<file path="src/rtl/memory_controller_interface.sv">
// Shared MCI request/response types and the arbiter state encoding.
package memory_controller_interface;

  localparam int unsigned MciAddrWidth = 32;
  localparam int unsigned MciDataWidth = 128;

  typedef struct packed {
    logic                    valid;
    logic                    rw;     // 1 = write, 0 = read
    logic [MciAddrWidth-1:0] addr;
    logic [MciDataWidth-1:0] data;
  } mci_request_t;

  typedef struct packed {
    logic                    ready;
    logic [MciDataWidth-1:0] data;
  } mci_response_t;

  typedef enum logic [1:0] {
    StIdle,
    StIssue,
    StWait
  } mci_arb_state_t;

endpackage

</file>
<file path="src/rtl/rr_picker.sv">
// Combinational round-robin pick: first active request at or after the pointer.
module rr_picker #(
  parameter int unsigned NUM_REQ = 2,
  localparam int unsigned IdxW = (NUM_REQ > 1) ? $clog2(NUM_REQ) : 1
) (
  input  logic [NUM_REQ-1:0] req_i,
  input  logic [IdxW-1:0]    ptr_i,
  output logic [NUM_REQ-1:0] grant_o,
  output logic [IdxW-1:0]    idx_o,
  output logic               any_o
);

  always_comb begin
    logic [IdxW-1:0] cand;
    grant_o = '0;
    idx_o   = '0;
    any_o   = 1'b0;
    cand    = '0;
    for (int unsigned off = 0; off < NUM_REQ; off++) begin
      cand = IdxW'((32'(ptr_i) + off) % NUM_REQ);
      if (!any_o && req_i[cand]) begin
        any_o         = 1'b1;
        grant_o[cand] = 1'b1;
        idx_o         = cand;
      end
    end
  end

endmodule

</file>
<file path="src/rtl/mci_arbiter.sv">
// Round-robin arbiter sharing one MCI memory port between NUM_REQ requesters.
// Optional watchdog on the WAIT state is enabled by defining MCI_ARB_TIMEOUT_EN.
module mci_arbiter
  import memory_controller_interface::*;
#(
  parameter int unsigned NUM_REQ        = 2,
  parameter int unsigned TIMEOUT_CYCLES = 1024
) (
  input  logic                         i_clk,
  input  logic                         i_rst,
  input  mci_request_t  [NUM_REQ-1:0]  i_req,
  output mci_response_t [NUM_REQ-1:0]  o_res,
  output mci_request_t                 mem_req,
  input  mci_response_t                mem_res,
  output logic                         o_busy,
  output logic          [NUM_REQ-1:0]  o_grant,
  output logic                         o_timeout_err
);

  localparam int unsigned IdxW = (NUM_REQ > 1) ? $clog2(NUM_REQ) : 1;

  if (NUM_REQ < 2 || TIMEOUT_CYCLES < 1) begin : gen_bad_params
    $error("mci_arbiter: NUM_REQ must be >= 2 and TIMEOUT_CYCLES >= 1");
  end

  mci_arb_state_t state_q, state_d;

  logic [NUM_REQ-1:0]      grant_q, grant_d, req_valid, pick_grant;
  logic [IdxW-1:0]         idx_q, idx_d, rr_q, rr_d, pick_idx, rr_next;
  logic                    pick_any, rw_q, rw_d, wait_expired, done;
  logic [MciAddrWidth-1:0] addr_q, addr_d;
  logic [MciDataWidth-1:0] data_q, data_d;

  always_comb begin
    for (int unsigned i = 0; i < NUM_REQ; i++) begin
      req_valid[i] = i_req[i].valid;
    end
  end

  rr_picker #(
    .NUM_REQ(NUM_REQ)
  ) u_rr_picker (
    .req_i  (req_valid),
    .ptr_i  (rr_q),
    .grant_o(pick_grant),
    .idx_o  (pick_idx),
    .any_o  (pick_any)
  );

  // A ready seen in ISSUE completes the transaction exactly as in WAIT.
  assign done    = (state_q != StIdle) && mem_res.ready;
  assign rr_next = (idx_q == IdxW'(NUM_REQ - 1)) ? '0 : idx_q + 1'b1;

  always_ff @(posedge i_clk) begin
    if (i_rst) begin
      state_q <= StIdle;
    end else begin
      state_q <= state_d;
    end
  end

  always_comb begin
    state_d = state_q;
    unique case (state_q)
      StIdle:  if (pick_any) state_d = StIssue;
      StIssue: state_d = mem_res.ready ? StIdle : StWait;
      StWait:  if (mem_res.ready || wait_expired) state_d = StIdle;
      default: state_d = StIdle;
    endcase
  end

  always_comb begin
    o_busy        = (state_q != StIdle);
    o_grant       = grant_q;
    mem_req.valid = (state_q == StIssue);
    mem_req.rw    = rw_q;
    mem_req.addr  = addr_q;
    mem_req.data  = data_q;
    for (int unsigned i = 0; i < NUM_REQ; i++) begin
      o_res[i].ready = done && grant_q[i];
      o_res[i].data  = mem_res.data;
    end
  end

  always_comb begin
    grant_d = grant_q;
    idx_d   = idx_q;
    rr_d    = rr_q;
    rw_d    = rw_q;
    addr_d  = addr_q;
    data_d  = data_q;
    if (state_q == StIdle) begin
      if (pick_any) begin
        grant_d = pick_grant;
        idx_d   = pick_idx;
        rw_d    = i_req[pick_idx].rw;
        addr_d  = i_req[pick_idx].addr;
        data_d  = i_req[pick_idx].data;
      end
    end else if (done || wait_expired) begin
      grant_d = '0;
      rr_d    = rr_next;
    end
  end

  always_ff @(posedge i_clk) begin
    if (i_rst) begin
      grant_q <= '0;
      idx_q   <= '0;
      rr_q    <= '0;
      rw_q    <= 1'b0;
      addr_q  <= '0;
      data_q  <= '0;
    end else begin
      grant_q <= grant_d;
      idx_q   <= idx_d;
      rr_q    <= rr_d;
      rw_q    <= rw_d;
      addr_q  <= addr_d;
      data_q  <= data_d;
    end
  end

`ifdef MCI_ARB_TIMEOUT_EN
  localparam int unsigned CntW = $clog2(TIMEOUT_CYCLES + 1);

  logic [CntW-1:0] cnt_q, cnt_d;
  logic            err_q, err_d;

  // cnt_q holds the number of WAIT cycles already completed.
  assign wait_expired = (state_q == StWait) && !mem_res.ready &&
                        (cnt_q == CntW'(TIMEOUT_CYCLES - 1));

  always_comb begin
    cnt_d = cnt_q;
    err_d = err_q;
    if (state_q == StIssue) begin
      cnt_d = '0;
    end else if (state_q == StWait && !mem_res.ready) begin
      cnt_d = cnt_q + 1'b1;
      if (wait_expired) err_d = 1'b1;
    end
  end

  always_ff @(posedge i_clk) begin
    if (i_rst) begin
      cnt_q <= '0;
      err_q <= 1'b0;
    end else begin
      cnt_q <= cnt_d;
      err_q <= err_d;
    end
  end

  assign o_timeout_err = err_q;
`else
  assign wait_expired  = 1'b0;
  assign o_timeout_err = 1'b0;
`endif

endmodule

</file>
<file path="config.mk">
export PLATFORM = sky130hd
export DESIGN_NAME = mci_arbiter
export DESIGN_NICKNAME = d
export VERILOG_FILES = /design/src/rtl/memory_controller_interface.sv /design/src/rtl/rr_picker.sv /design/src/rtl/mci_arbiter.sv
export SDC_FILE = /design/constraint.sdc
export NUM_CORES = 1
export LEC_CHECK = 0
export BUFFER_PORTS_ARGS = -buffer_cell sky130_fd_sc_hd__buf_2
export CORE_AREA = 2 2 346 348
export DETAILED_ROUTE_END_ITERATION = 16
export DIE_AREA = 0 0 348 350
export PLACE_DENSITY = 0.36
export SETUP_SLACK_MARGIN = 0.02
export SLEW_MARGIN = 20
export SYNTH_ARGS = -nofsm -noshare
export SYNTH_HDL_FRONTEND = slang
export SYNTH_HIERARCHICAL = 1
export SYNTH_SLANG_ARGS = --single-unit
</file>
<file path="constraint.sdc">
create_clock -name i_clk -period 2.4 [get_ports i_clk]
set_input_delay 0.24 -clock i_clk [delete_from_list [all_inputs] [get_ports i_clk]]
set_output_delay 0.24 -clock i_clk [all_outputs]
set_load 0.01 [all_outputs]
</file>
# Word level (Yosys, flattened, before mapping)
# Index checks and enable logic that the tools add are counted.
[classes] bitwise=2 add_sub_neg=2 eq_ne=4 n_mux=24 shift=0 order_cmp=5 reduce_logical=14 multipliers=0 n_div=0
[op_table] op="two-way mux 161 bit" n=2
[op_table] op="two-way mux 2 bit" n=8
[op_table] op="two-way mux 1 bit" n=11
[op_table] op="AND reduction 2 bit" n=4
[op_table] op="logical AND 1 bit" n=6
[op_table] op="< comparator 1 x 2 -> 1 bit (second input constant)" n=3
[op_table] op="one-hot mux 2 bit (3 select lines)" n=1
[op_table] op="!= test 2 bit (second input constant)" n=2
[op_table] op="nonzero test 2 bit" n=2
[op_table] op="adder 1 bit (second input constant)" n=2
[op_table] op="demux 1 bit (select 1 bit)" n=2
[op_table] op="equality test 2 x 1 -> 1 bit (second input constant)" n=1
[op_table] op="equality test 2 bit (second input constant)" n=1
[op_table] op=">= comparator 1 bit (second input constant)" n=2
[op_table] op="logical NOT 2 bit" n=1
[op_table] op="OR 2 bit" n=1
[op_table] op="logical NOT 1 bit" n=1
[op_table] op="inverter 1 bit" n=1
[word_totals] word_cells=58 latchBits=0 ff_bits=167 output_inout_bits=424 romBits=0 ramBits=0 mem_count=0

# Logic depth before layout (Yosys ltp)
# Gate-level depths: netlist of the first run.
[depth] ltp_word=9 mapped_depth=7 ltp_nobuf=4

# Modules after synthesis
# Netlist of the first run, hierarchy kept.
[by_module_without_submodules] mod="mci_arbiter" cells_each=1004 n_inst=1 area_each_um2=9701.8
[by_module_without_submodules] mod="rr_picker" cells_each=5 n_inst=1 area_each_um2=32.5

# Worst setup path before layout of the first run
# OpenSTA, ideal clock, no wires.
[synth_path] path_kind="register to register" startpoint="register rr_q" endpoint="register data_q[100]" path_stages_with_launch=8 setup_slack_ns=0.916 arrival_time_ns=1.338 path_cell_list="dfxtp_1 > inv_1 > a21boi_0 > buf_4 > buf_6 > buf_2 > mux2i_1 > a211oi_2"
[synth_between] elab_chain_len=8 elab_cells_between_ends=14 cone_classes="add/sub (1); mux (10); reduce/logical (3)"
[synth_rtl] item="start, declared" line="mci_arbiter.sv:29" source="logic [IdxW-1:0] idx_q, idx_d, rr_q, rr_d, pick_idx, rr_next;"
[synth_rtl] item="start signal, assigned" line="mci_arbiter.sv:117" source="rr_q <= rr_d;"
[synth_rtl] item="two-way mux 1 bit (implied by the code) (2 in series)" line="rr_picker.sv:21" source="if (!any_o && req_i[cand]) begin"
[synth_rtl] item="two-way mux 1 bit" line="rr_picker.sv:21"
[synth_rtl] item="logical NOT 1 bit" line="rr_picker.sv:21"
[synth_rtl] item="logical AND 1 bit" line="rr_picker.sv:21"
[synth_rtl] item="two-way mux 1 bit (*)" line="rr_picker.sv:21"
[synth_rtl] item="named net pick_idx" line="mci_arbiter.sv:29"
[synth_rtl] item="two-way mux 161 bit (implied by the code) (*) (2 in series)" line="mci_arbiter.sv:98" source="data_d = i_req[pick_idx].data;"
[synth_rtl] item="end signal, assigned" line="mci_arbiter.sv:120" source="data_q <= data_d;"
[synth_rtl] item="end, declared" line="mci_arbiter.sv:32" source="logic [MciDataWidth-1:0] data_q, data_d;"
# The timed path passes the listed nets; every way through them passes the cells marked *. The select of a mux whose other input is x is not followed.
# A chain may end at the register's enable or synchronous reset.

==> results of run 1 <==
[placed cells by master, fill, tap and decap left out, types with 2 or more instances in the layout]
cell and instances:
buf_12 9, nor2_1 162, inv_8 2, diode_2 4
nand2_1 4, or2_1 2, dfxtp_1 167, a211oi_2 86
and3_1 2, clkinv_4 2, nand3_1 2, a21oi_1 4
buf_2 492, a21boi_0 2, buf_4 35, inv_6 5
mux2i_1 161, a211oi_1 75, bufinv_16 3, clkbuf_16 17
[where the power goes]
| group | switching, W | internal, W |
|---|---|---|
| clock network | 0.00145 | 0.00167 |
| registers | 0.000171 | 0.00309 |
| logic | 0.00116 | 0.000947 |
[worst min-delay path: stages]
cell      delay (ns)
buf_2           0.09
mux2i_1         0.12
a211oi_1        0.08
[flip-flops by register name, summed over array words and instances (netlist names)]
name	count
rw_q	1
addr_q	32
idx_q	1
rr_q	1
state_q	2
data_q	128
o_grant	2
[routing by layer]
metal  global-route usage  part of all wire  up-vias
met3              0.02504              0.10       73
met4              0.03384             0.040        0
met5                    0                 0        -
li1                     -                 -     3689
met1              0.05761              0.41     3171
met2              0.08440              0.46      434
[final timing paths]
kind	depth (start not counted)	to	slack (ns)	startpoint
hold reg to reg	1	rr_q	0.45	idx_q
setup reg to reg	6	data_q[52]	0.59	rr_q
hold / removal	3	addr_q[20]	0.09	i_req[148]
setup / recovery	3	o_res[128]	0.58	state_q[1]
[cell usage after synthesis]
cell	instances
and3_1	2
buf_2	35
or3b_2	1
mux2i_1	161
nor3b_1	1
nor3_1	1
buf_4	269
a211oi_2	86
o21ai_0	1
a211oi_1	75
conb_1	1
a311oi_1	1
or2_1	2
inv_1	1
nor2_1	162
clkbuf_1	11
nand3_1	2
buf_6	11
buf_1	6
a21oi_1	4
a21boi_0	3
dfxtp_1	167
nand2_1	4
xnor2_1	1
nor2b_1	1
[through the flow]
stage          setup slack, ns  hold slack [ns]
2_1_floorplan           0.9162           0.3174
3_3_place_gp            0.5106           0.4464
3_5_place_dp            0.5368           0.4417
4_1_cts                 0.4886          0.02007
5_1_grt                 0.4465          0.04158
6_report                0.5844          0.09345
[kinds of logic (layout without fill, tap and decap cells)]
group                  count (synthesis)  in the layout
buffers and inverters                333            571
AND/OR/NAND/NOR                      176            176
AO/OA/AOI/OAI                        170            170
flip-flops                           167            167
multiplexers                         161            161
other                                  1              5
XOR/XNOR                               1              1
[layout make-up]
class,instances,area (um2)
Fill cell,13640,104900
Multi-Input combinational cell,509,4021
Sequential cell,167,3343
Timing Repair Buffer,538,2929
Tap cell,1536,1922
Clock buffer,18,429.2
Clock inverter,14,186.4
Antenna cell,4,10.01
Inverter,1,3.754
==> flow_summary.toml, run 1 <==
[grt]
grt_pass1_vias = 7335
antenna_found_initial = 4
grtUsageTotal = 0.05341
grt_first_pass_wirelength_um = 46800
grt_start_max_net_pins = 56
overflow = 0

[timing]
slew_headroom = 0.6516
clock_skews_ns = 0.009835
final-setup-viol-count = 0
final_min_period_over_clock_period = 0.7565
tightest_slew_ns = 0.5226
period_minus_slack_ns = 1.816
slew_viol_final = 0
setup_total_negative_slack_ns = 0
finalHoldViolations = 0
rsz0062_at_grt = "false"
maxClockFrequency_ghz = 0.5508

[cts]
clk_pin_slew_ns = 0.08
post_cts.repair.setup_buffers = 0
cts-root-buf = "clkbuf_16"
cts_hold_buffers = 1
ctsResizeCount = 0
tritoncts.num_buffers = 17
cts_tree = "built"
htreeDepth = 4
insertion_delay_ns = 0.48
cts_buffer_depth = 2
cts_num_sinks = 167

[floorplan]
design.core.area_um2 = 117800
starting_utilization_of_the_core_area = 0.08266
row_count = 126
io_pins = 879
die_h_um = 350
die_w_um = 348
floorplan.die_area_um2 = 121800

[worst_setup_path]
critical_path_peak_fanout = 6
cp_num_buf_inv = 1
worst_path_dominant_cell_family = "simple AND/OR/NAND/NOR gates"
start_kind = "register"
path_cells = "or2_1 -> and3_1 -> buf_2"
setup.worst_path.end_class = "output port"
critical_path_class = "register to output port"
worstPathArrival_ns = 1.58
critical_path.max_stage_delay_ns = 0.38
required_ns = 2.16
critPathSlowestCell = "dfxtp_1"

[final_layout]
final_area_um2 = 12840
post_route_cells_drive_above_1_share = 0.5269
fin_cells = 2787
core_util_final = 0.1091
syn2layout_area_growth_pct = 31.95
layout.nets = 1689

[logic_synthesis]
synth_nets = 1464
post_synth_and_or_nand_nor_area_fraction = 0.07044
synth_top_family_by_area = "buffers and inverters"
syn_area_per_cell_um2 = 9.648
synth-seq-cells = 167
post_synthesis_compound_gate_area_fraction = 0.1742
synth-warning-count = 6
synthDominantAreaCellType = "dfxtp_1"
synth_xor_xnor_area_share = 0.0008997
ys_top_cells_by_area = "dfxtp_1, buf_4, mux2i_1"
seq_area_frac_synth = 0.3434
synth.top_cell.area_share = 0.3434
synth_cells = 1009
ys_types = 25
synth_area_um2 = 9734
muxShareOfSynthArea = 0.1656
synthAdderAreaFrac = 0

[pwr]
post_layout_total_power_w = 0.008497
worst_supply_voltage_drop_on_vdd_v = 0.0005723
total_leakage_power_nw = 5.379
powerDensity_nw_per_um2 = 661.5

[hold_path]
worst_hold_path_type = "primary input to register"

[detailed_routing]
wire_per_inst_um = 12.03
drt_iter0_markers = 166
detail_route.first_pass.iterations = 4
drt-total-wl_um = 33540
detailroute.via_count = 7367
drt_drc_violations_left = 0
via_per_inst = 2.643
ant_nets = 0

[placement]
numPortBuffers = 493
detailedPlacementHpwl_um = 26940
gpl.final_weighted_congestion = 0.6978
numPlacedInstances = 2750
detailed_place.area_um2 = 12210

[job]
maxCapViolCount = 0

[status]
outcome = "complete, no violations"
(Power assumes the default switching activity.)
==> inputs of run 2 (changes only) <==
- CORE_AREA: 2 2 346 348 -> 2 2 343 345
- DIE_AREA: 0 0 348 350 -> 0 0 345 347
- PLACE_DENSITY: 0.36 -> 0.37
- clock period: 2.4 -> 1.6 ns (I/O delays scaled with it)
==> run 2 against run 1 <==
The flow now finishes with violations (negative setup slack). Worst hold slack worse by 0.056 ns. Non-clock buffer count is 357 higher. Clock power is 59% higher. Power is 82% higher. Sequential cell count stayed put. Global-route usage is 1.6 points higher. Cell count is 12% higher. Combinational power grew to 2.7 times the previous value.
==> flow_summary.toml, run 2 (synthesized netlist as in run 1, its figures left out) <==
[detailed_routing]
detail_route.first_pass.iterations = 4
ant_nets = 0
drt-total-wl_um = 45890
via_per_inst = 2.974
drt_iter0_markers = 381
wire_per_inst_um = 14.66
detailroute.via_count = 9307
drt_drc_violations_left = 0

[final_layout]
post_route_cells_drive_above_1_share = 0.5892
layout.nets = 2046
final_area_um2 = 18590
most_frequent_standard_cell_in_the_layout_excluding_fill_and_tap_cells = "buf_2"
max_flop_register = "data_q"
syn2layout_area_growth_pct = 90.94
biggestRegsByFlops = "data_q (128), addr_q (32)"
core_util_final = 0.1606
layout.cells.most_common_list = "buf_2, dlygate4sd3_1, dfxtp_1, nor2_1, a211oi_2"
n_fill_cell = 12870
largest_register_ffs = 128

[floorplan]
die_w_um = 345
floorplan.die_area_um2 = 119700
io_pins = 879
starting_utilization_of_the_core_area = 0.08411
design.core.area_um2 = 115700
die_h_um = 347
row_count = 125

[pwr]
total_leakage_power_nw = 7.514
powerDensity_nw_per_um2 = 832.3
p_clk_frac = 0.320
pwr-share-seq = 0.317
cellInternalPower_w = 0.01052
switching_power_w = 0.004951
comb_power_share = 0.363
post_layout_total_power_w = 0.01547
p_sw_frac = 0.3201
worst_supply_voltage_drop_on_vdd_v = 0.0008141

[cts]
htreeDepth = 4
cts_num_sinks = 167
cts_buffer_depth = 2
clk_pin_slew_ns = 0.08
cts-root-buf = "clkbuf_16"
insertion_delay_ns = 0.49
tritoncts.num_buffers = 17
cts_tree = "built"

[timing]
maxClockFrequency_ghz = 0.5991
slew_viol_final = 0
period_minus_slack_ns = 1.669
rsz0062_at_grt = "true"
clock_skews_ns = 0.01721
worst_setup_margin_ns = -0.06926
hold_slack_ns = 0.03772
final-setup-viol-count = 90
finalHoldViolations = 0
final_min_period_over_clock_period = 1.043

[worst_setup_path]
critical_path_class = "register to register"
critical_path_peak_fanout = 8
start_kind = "register"
required_ns = 2.01
worstPathArrival_ns = 2.08
setup.worst_path.end_class = "register"
ff2ff_path_depth = 8

[grt]
antenna_found_initial = 1
grtUsageTotal = 0.06948
grt_first_pass_wirelength_um = 60630
grt_pass1_vias = 9379
grt_start_max_net_pins = 56
overflow = 0

[placement]
gpl.final_weighted_congestion = 0.7272
detailed_place.area_um2 = 12480
numPortBuffers = 493
detailedPlacementHpwl_um = 27380

[status]
failed_checks = "negative setup slack"
outcome = "complete, but fails checks"

[hold_path]
min_delay_path_depth = 3
worst_hold_path_type = "primary input to register"

[job]
maxCapViolCount = 0
==> run 2: path summary, 6_finish.rpt <==
check / startpoint / to / slack (ns)
setup / recovery: state_q[0] / data_q[85] / -0.07
hold / removal: i_req[133] / addr_q[5] / 0.04
setup reg to reg: state_q[0] / data_q[85] / -0.07
hold reg to reg: addr_q[30] / addr_q[30] / 0.49
==> run 2: area by class of cell <==
type                            count  area [um2]  area share
Clock inverter                      9       161.4    0.008684
Antenna cell                        1       2.502   0.0001346
Multi-Input combinational cell    509        5186      0.2790
Tap cell                         1524        1907      0.1026
Sequential cell                   167        3347      0.1801
Inverter                            1       3.754   0.0002020
Clock buffer                       23       488.0     0.02625
Timing Repair Buffer              895        7491      0.4030
==> run 2: worst max-delay path, cell delays in order, from the launching register on <==
cell and delay (ns):
dfxtp_2 0.33, buf_4 0.13, nor3b_4 0.27, buf_6 0.18
buf_12 0.15, buf_12 0.12, clkbuf_16 0.15, nor2_2 0.04
a211oi_2 0.19
==> run 2: metrics by stage <==
step                      worst slack (ns)  TNS (ns)  std cells
after CTS                          -0.1443    -6.375       3077
after global routing               -0.1562    -14.24       3129
after detailed placement           -0.1695    -3.141       2773
after global placement             -0.1596   -0.8648       2773
after floorplan                     0.1162         0       1009
final                             -0.06926    -1.820       3129
==> run 2: power by group through the flow <==
stage          logic [W]  clock network, W  registers, W
2_1_floorplan    0.00228                 0       0.00519
3_3_place_gp     0.00334                 0       0.00498
3_5_place_dp     0.00333                 0       0.00497
4_1_cts          0.00465           0.00525       0.00489
5_1_grt          0.00597           0.00534       0.00497
6_report         0.00561           0.00495       0.00491
==> run 2: per-layer routing <==
metal / wire [um] / share of wire / vias up / GRT usage
li1: - / - / 4427 / -
met5: 0 / 0 / - / 0
met4: 2458 / 0.054 / 0 / 0.04538
met3: 3592 / 0.078 / 113 / 0.02807
met2: 22510 / 0.49 / 530 / 0.1167
met1: 17330 / 0.38 / 4237 / 0.07171
==> run 2: what timing repair did <==
item	in CTS	in global routing
pin swaps	43	73
endpoints found under the hold margin	134	3
gates resized for setup	200	193
endpoints found under the setup margin	74	165
cloned	12	24
hold buffers	234	4
setup buffers	26	30
